--- config.mk ---
export PLATFORM = sky130hd
export DESIGN_NAME = async_sink
export DESIGN_NICKNAME = d
export VERILOG_FILES = /design/src/rtl/async_sink.sv
export SDC_FILE = /design/constraint.sdc
export NUM_CORES = 1
export LEC_CHECK = 0
export BUFFER_PORTS_ARGS = -buffer_cell sky130_fd_sc_hd__buf_2
export CAP_MARGIN = 15
export CORE_MARGIN = 5
export CORE_UTILIZATION = 52
export CTS_BUF_LIST = sky130_fd_sc_hd__clkbuf_8
export CTS_CLUSTER_SIZE = 16
export DETAILED_ROUTE_END_ITERATION = 6
export PLACE_DENSITY = 0.82
export SLEW_MARGIN = 20
export SYNTH_ARGS = -nofsm -noshare
export SYNTH_HDL_FRONTEND = slang
export SYNTH_SLANG_ARGS = --single-unit
export TNS_END_PERCENT = 1
--- constraint.sdc ---
create_clock -name clk -period 2.1 [get_ports clk]
set_input_delay 0.525 -clock clk [delete_from_list [all_inputs] [get_ports clk]]
set_output_delay 0.525 -clock clk [all_outputs]
set_load 0.005 [all_outputs]
--- src/rtl/async_sink.sv ---
// async_sink: per-node NoC ejection sink; counts received/misrouted flits,
// throttles in_ready, and flags done after a quiet drain window. Rev 1.0
`default_nettype none

module async_sink #(
  parameter int NODE_ID       = 0,
  parameter int ADDR_W        = 4,
  parameter int FLIT_W        = 32,
  parameter int CNT_W         = 16,
  parameter int READY_GAP     = 0,
  parameter int COOLDOWN_IDLE = 64
) (
  input  logic              clk,
  input  logic              reset,
  input  logic              send,
  input  logic              in_valid,
  input  logic [FLIT_W-1:0] in_data,
  output logic              in_ready,
  output logic [CNT_W-1:0]  rx_count,
  output logic [CNT_W-1:0]  err_count,
  output logic [ADDR_W-1:0] last_src,
  output logic              done,
  output logic              late
);

  localparam int GAP_W   = (READY_GAP > 0) ? $clog2(READY_GAP + 1) : 1;
  localparam int QUIET_W = (COOLDOWN_IDLE > 1) ? $clog2(COOLDOWN_IDLE) : 1;

  localparam logic [GAP_W-1:0]   C_GAP        = GAP_W'(READY_GAP);
  localparam logic [QUIET_W-1:0] C_QUIET_LAST = QUIET_W'(COOLDOWN_IDLE - 1);
  localparam logic [CNT_W-1:0]   C_CNT_MAX    = {CNT_W{1'b1}};
  localparam logic [ADDR_W-1:0]  C_NODE       = ADDR_W'(NODE_ID);

  localparam logic [1:0] S_IDLE  = 2'd0;
  localparam logic [1:0] S_RUN   = 2'd1;
  localparam logic [1:0] S_DRAIN = 2'd2;
  localparam logic [1:0] S_DONE  = 2'd3;

  logic [1:0]         r_state, w_state_next;
  logic [QUIET_W-1:0] r_quiet, w_quiet_next;
  logic [GAP_W-1:0]   r_gap, w_gap_next;

  logic              w_accept;
  logic              w_misroute;
  logic              w_quiet_hit;
  logic [ADDR_W-1:0] w_src;
  logic              unused_payload;

  assign w_accept       = in_valid & in_ready;
  assign w_misroute     = (in_data[ADDR_W-1:0] != C_NODE);
  assign w_src          = in_data[2*ADDR_W-1:ADDR_W];
  assign w_quiet_hit    = (r_quiet == C_QUIET_LAST);
  assign unused_payload = ^in_data[FLIT_W-1:2*ADDR_W];

  // Throttle: in_ready is registered from the next gap value so it drops on the accept edge.
  always_comb begin
    w_gap_next = r_gap;
    if (w_accept)
      w_gap_next = C_GAP;
    else if (r_gap != '0)
      w_gap_next = r_gap - GAP_W'(1);
  end

  always_ff @(posedge clk or posedge reset) begin
    if (reset) begin
      r_gap    <= '0;
      in_ready <= 1'b0;
    end else begin
      r_gap    <= w_gap_next;
      in_ready <= (w_gap_next == '0);
    end
  end

  always_ff @(posedge clk or posedge reset) begin
    if (reset) begin
      rx_count  <= '0;
      err_count <= '0;
      last_src  <= '0;
      late      <= 1'b0;
    end else if (w_accept) begin
      if (rx_count != C_CNT_MAX)
        rx_count <= rx_count + CNT_W'(1);
      if (w_misroute && (err_count != C_CNT_MAX))
        err_count <= err_count + CNT_W'(1);
      last_src <= w_src;
      if (r_state == S_DONE)
        late <= 1'b1;
    end
  end

  always_ff @(posedge clk or posedge reset) begin
    if (reset) begin
      r_state <= S_IDLE;
      r_quiet <= '0;
    end else begin
      r_state <= w_state_next;
      r_quiet <= w_quiet_next;
    end
  end

  // An accept or a resumed send outranks the drain threshold on the same cycle.
  always_comb begin
    w_state_next = r_state;
    w_quiet_next = '0;
    case (r_state)
      S_IDLE:  if (send) w_state_next = S_RUN;
      S_RUN:   if (!send) w_state_next = S_DRAIN;
      S_DRAIN: begin
        if (send)
          w_state_next = S_RUN;
        else if (!w_accept) begin
          if (w_quiet_hit)
            w_state_next = S_DONE;
          else
            w_quiet_next = r_quiet + QUIET_W'(1);
        end
      end
      S_DONE:  w_state_next = S_DONE;
      default: w_state_next = S_IDLE;
    endcase
  end

  always_comb begin
    done = (r_state == S_DONE);
  end

endmodule

`default_nettype wire

* Yosys cells after proc, flatten, opt, wreduce, memory -nomap -nowiden *
Cells that the tools add are included.

operators by class
  add/sub/neg operators = 4
  $mul = 0
  divide/modulo/power cells = 0
  $lt $le $gt $ge = 0
  equality and inequality tests = 10
  shift operators = 0
  mux-type cells = 12
  bitwise gates (word level) = 2
  reduce and logical (&&, ||, !) cells = 7

operator list
  operator                                                         number
  16-bit by 1-bit adder with 16-bit output, second input constant  2
  16-bit != test, second input constant                            2
  6-bit 2-to-1 mux                                                 4
  2-bit 2-to-1 mux                                                 5
  2-bit one-hot mux with 4 select lines                            1
  6-bit by 1-bit adder with 6-bit output, second input constant    1
  6-bit == test, second input constant                             1
  3-bit != test, second input constant                             2
  2-bit AND reduction                                              3
  2-bit == test, second input constant                             2
  2-bit != test, second input constant                             2
  4-bit AND reduction                                              1
  4-bit nonzero test                                               1
  2-bit by 1-bit == test with 1-bit output, second input constant  1
  2-bit logical NOT                                                1
  1-bit 2-to-1 mux                                                 2
  1-bit AND                                                        1
  1-bit logical AND                                                1
  1-bit inverter                                                   1
  1-bit subtractor, second input constant                          1

storage, ports and cells
  bits in registers = 47
  bits in latches = 0
  bits in writable memories = 0
  ROM bits = 0
  input port bits = 36
  output and inout port bits = 39
  word-level logic and storage cells = 43
  memories kept = 0

* Depth between registers and ports, before layout *
  depth after elaboration = 5
  gate-level depth with buffers = 5
  depth with buffers taken out = 5

* Worst setup path before layout *
No wires, ideal clock.

  kind = in2reg
  from = in in_data[1]
  to = reg err_count[1]
  setup time = 125 ps
  data arrival time = 1594 ps
  data required time = 1975 ps
  path slack = 381 ps
  stages on the path = 4
  buffers on the path = 0
  path through = or4_4 -> nand2_2 -> nor2_2 -> mux2_4

between the ends
  cells in the longest elaborated chain, start to end = 3

RTL lines
  item                           RTL line  RTL
  from (decl)                    17        input logic [FLIT_W-1:0] in_data,
  4-bit nonzero test             50        assign w_misroute = (in_data[ADDR_W-1:0] != C_NODE);
  1-bit logical AND              83        if (w_misroute && (err_count != C_CNT_MAX))
  2-bit AND reduction (no line)  n/a
  to (signal assigned)           84        err_count <= err_count + CNT_W'(1);
  to (decl)                      20        output logic [CNT_W-1:0] err_count,

Every way passes these cells.
A chain may end at the register's enable or synchronous reset.

* Final worst setup path *
  from = reg rx_count[0]
  to = reg rx_count[12]

between the ends
  cells in the longest elaborated chain, start to end = 2

RTL lines
  item                                                                              RTL line  RTL
  from (decl)                                                                       19        output logic [CNT_W-1:0] rx_count,
  from (signal assigned)                                                            82        rx_count <= rx_count + CNT_W'(1);
  branches (longest 2 deep; another with 16-bit by 1-bit adder with 16-bit output)  n/a

Parallel ways; which one is timed is not known.

==> reports/summary.md <==
• clock tree buffer depth: 2
• Setup crit start kind: flip-flop
• Power Internal: 1.50 mW
• setup bufs post-CTS: 0
• type of element capturing the critical path: flip-flop
• number of cell instances on the worst register-to-register path: 5
• routed vias: 1707
• source of the worst register-to-register timing path: rx_count[0]$_DFFE_PP0P_
• cell types with the largest area share after synthesis: dfrtp_1 52%, xnor2_1 5.5%, xor2_1 5.5%, nand2_1 3.9%, nand3_1 2.5%
• HPWL after detailed placement: 3300 um
• quantity of hold-fixing buffers added after cts: 0
• clock buffer count from CTS: 5
• switching fraction of total power: 0.303
• CP Max Fanout: 5
• synthesized instance count: 205
• Core Region: 0.00406 sq mm
• Post-Synthesis Mean Instance Area: 10.8 sq um
• Reg-to-Reg End: rx_count[12]$_DFFE_PP0P_
• Cell Pwr Density: 816 mW/mm^2
• CTS tree: built
• critical path required time: 2.28 ns
• pins over their slew limit: 0
• number of unique standard cell types used by synthesis: 46
• Hold WC Path Type: in2async
• number of nets at the end of the flow: 299
• Final Critical Period: 1.71 ns
• Die Footprint: 0.00568 sq mm
• GRT Total Usage: 0.174
• Highest Clock Rate: 583 MHz
• row count: 23
• most frequently used cell type in the post-synthesis netlist: dfrtp_1
• port buffer count: 50
• initial core utilization: 0.548
• initial antenna violation count: 0
• flops & latches, synth: 46
• Post-synth top cells: 46 x dfrtp_1, 23 x nand2_1, 14 x xnor2_1, 14 x xor2_1, 13 x nor2_1
• global-route wire length before repair: 7580 um
• Logic pwr share: 0.203
• RSZ-0062 raised after global routing: no
• violation count after the first detailed-routing iteration: 83
• summed negative setup slack over all endpoints: 0 ns
• layout overhead on the synthesized area: 18.4%
• setup violation total in the final timing report: 0
• Final GP Congestion: 0.793
• biggest area consumer among synthesized cells: dfrtp_1
• Residual DRC: 0
• summed instance area of the synthesized netlist: 0.00222 sq mm
• insertion delay to the later sink of the worst-skew pair: 0.29 ns
• worst path arrival time: 1.90 ns
• antenna diode count: 0
• routed wire length: 4420 um
• die span in x: 75.4 um
• proportion of layout cells with a drive suffix above 1: 0.291
• Leak Pwr: 1.32 nW
• number of enable-type register cells in the synthesized netlist: 0
• worst setup path startpoint: rx_count[0]$_DFFE_PP0P_
• net switching power of the design: 0.651 mW
• average routed wire per standard cell: 14.2 um
• top-level port count: 75
• part of the total power dissipated in the clock network: 0.251
• net count after synthesis: 244
• Max Cap Violations: 0
• Final Hold Violating Endpoints: 0
• async set-or-reset flop fraction in the synthesized netlist: 1.00
• floorplan die height: 75.4 um
• clock skew: 0.00880 ns
• Via-to-Cell Ratio: 5.49
• Warnings, synthesis: 0
• vias in the first global route: 1672
• post-cts repair resize count: 0
• clock edge transition at the registers on the reported setup and hold paths: 0.08 ns
• First-pass DRT Iterations: 4
• total number of clock tree sinks: 46
• buffer type at the clock tree root: clkbuf_8
• Hold Slack: 0.257 ns
• sequential element share of the synthesized area: 0.518
• Overflow after GRT: 0
• H-tree Lvls: 2
• R2R setup slack: 0.39 ns
• commonest register cell after synthesis: dfrtp_1
• status: finished clean
• worst setup path class: reg2reg
• relative contribution of sequential cells to total power: 0.546
• count of nets left with antenna violations after detail routing: 0
• maximum ir drop on the vdd rail: 0.634 mV
• portion of synthesized cell area occupied by the leading cell type: 0.518
• capturing element of the worst setup path: rx_count[12]$_DFFE_PP0P_
• maximum number of pins on one net before global-route repair: 26
• relative slew slack: 0.649
• part of the cycle the worst path needs: 0.817
• transition at the pin with the smallest max-transition slack: 0.522 ns
[logic make-up after synthesis]
kind of cell / Yosys count / share of synthesized area
compound gates: 21 / 0.0721
mux: 4 / 0.0214
xor+xnor: 28 / 0.110
buf+inv: 11 / 0.0220
flops: 46 / 0.518
simple gates: 90 / 0.233
fa+ha+maj: 4 / 0.0214
other cells: 1 / 0.00169
[state kept, by name, summed over array words and instances (netlist names)]
register   cells
err_count     16
rx_count      16
r_quiet        6
last_src       4
r_state        2
in_ready       1
late           1
[placed cells by master, fill, tap and decap left out, types with 2 or more instances in the layout]
cell type / n
a41oi_1: 2
mux2_2: 2
clkbuf_8: 6
nand4_1: 7
nor2b_1: 2
and3_1: 6
and2_1: 3
o211ai_1: 3
a31o_2: 2
nor3_1: 6
a211oi_1: 2
inv_1: 7
o21ai_0: 2
nor2_1: 13
xor2_1: 14
xnor2_1: 14
nand3_1: 11
buf_2: 50
and4_1: 4
ha_1: 3
nor4_1: 3
a31oi_1: 4
nand2_1: 23
dfrtp_1: 46
[critical path: stages (launching register included)]
cell and delay, ns:
dfrtp_1 0.41, ha_1 0.28, nand3_1 0.13, nor3_1 0.43, nand4_1 0.19, xnor2_1 0.17
[worst min-delay path by stage]
stage | endpoint | cells after the start
floorplan | r_quiet[0]$_DFF_PP0_ | 1
global placement | late$_DFFE_PP0P_ | 1
detailed placement | late$_DFFE_PP0P_ | 1
CTS | err_count[12]$_DFFE_PP0P_ | 2
global route | err_count[12]$_DFFE_PP0P_ | 2
finish | err_count[12]$_DFFE_PP0P_ | 2
[power by group through the flow]
stage | combinational (mW) | sequential (mW) | clock [mW]
2_1_floorplan | 0.243 | 1.17 | 0
3_3_place_gp | 0.425 | 1.18 | 0
3_5_place_dp | 0.442 | 1.19 | 0
4_1_cts | 0.444 | 1.17 | 0.567
5_1_grt | 0.492 | 1.20 | 0.603
6_report | 0.435 | 1.17 | 0.540
[final cells by class]
type | instances | area, sq um
sequential | 46 | 1150
inverter | 7 | 26.3
clock inverter | 2 | 8.76
multi-input combinational | 148 | 1020
fill | 317 | 1430
clock buffer | 6 | 82.6
tap | 50 | 62.6
timing repair buffer | 52 | 278
[routing by layer]
layer	vias up	GRT usage	share of wire
met4	0	0.0544	0.012
met1	826	0.232	0.47
li1	836	-	-
met5	-	0	0
met3	6	0.0422	0.050
met2	39	0.280	0.47
[stage by stage]
| step | instances | utilization | power [mW] | setup WS [ns] | instance area [sq um] |
|---|---|---|---|---|---|
| 2_1_floorplan | 205 | - | 1.41 | 0.381 | 2220 |
| 3_3_place_gp | 303 | 0.626 | 1.61 | 0.210 | 2540 |
| 3_5_place_dp | 303 | 0.626 | 1.63 | 0.205 | 2540 |
| 4_1_cts | 311 | 0.648 | 2.18 | 0.387 | 2630 |
| 5_1_grt | 311 | 0.648 | 2.29 | 0.236 | 2630 |
| 6_report | 311 | 0.648 | 2.15 | 0.385 | 2630 |
Note: power is estimated with default switching activity, not from simulation.
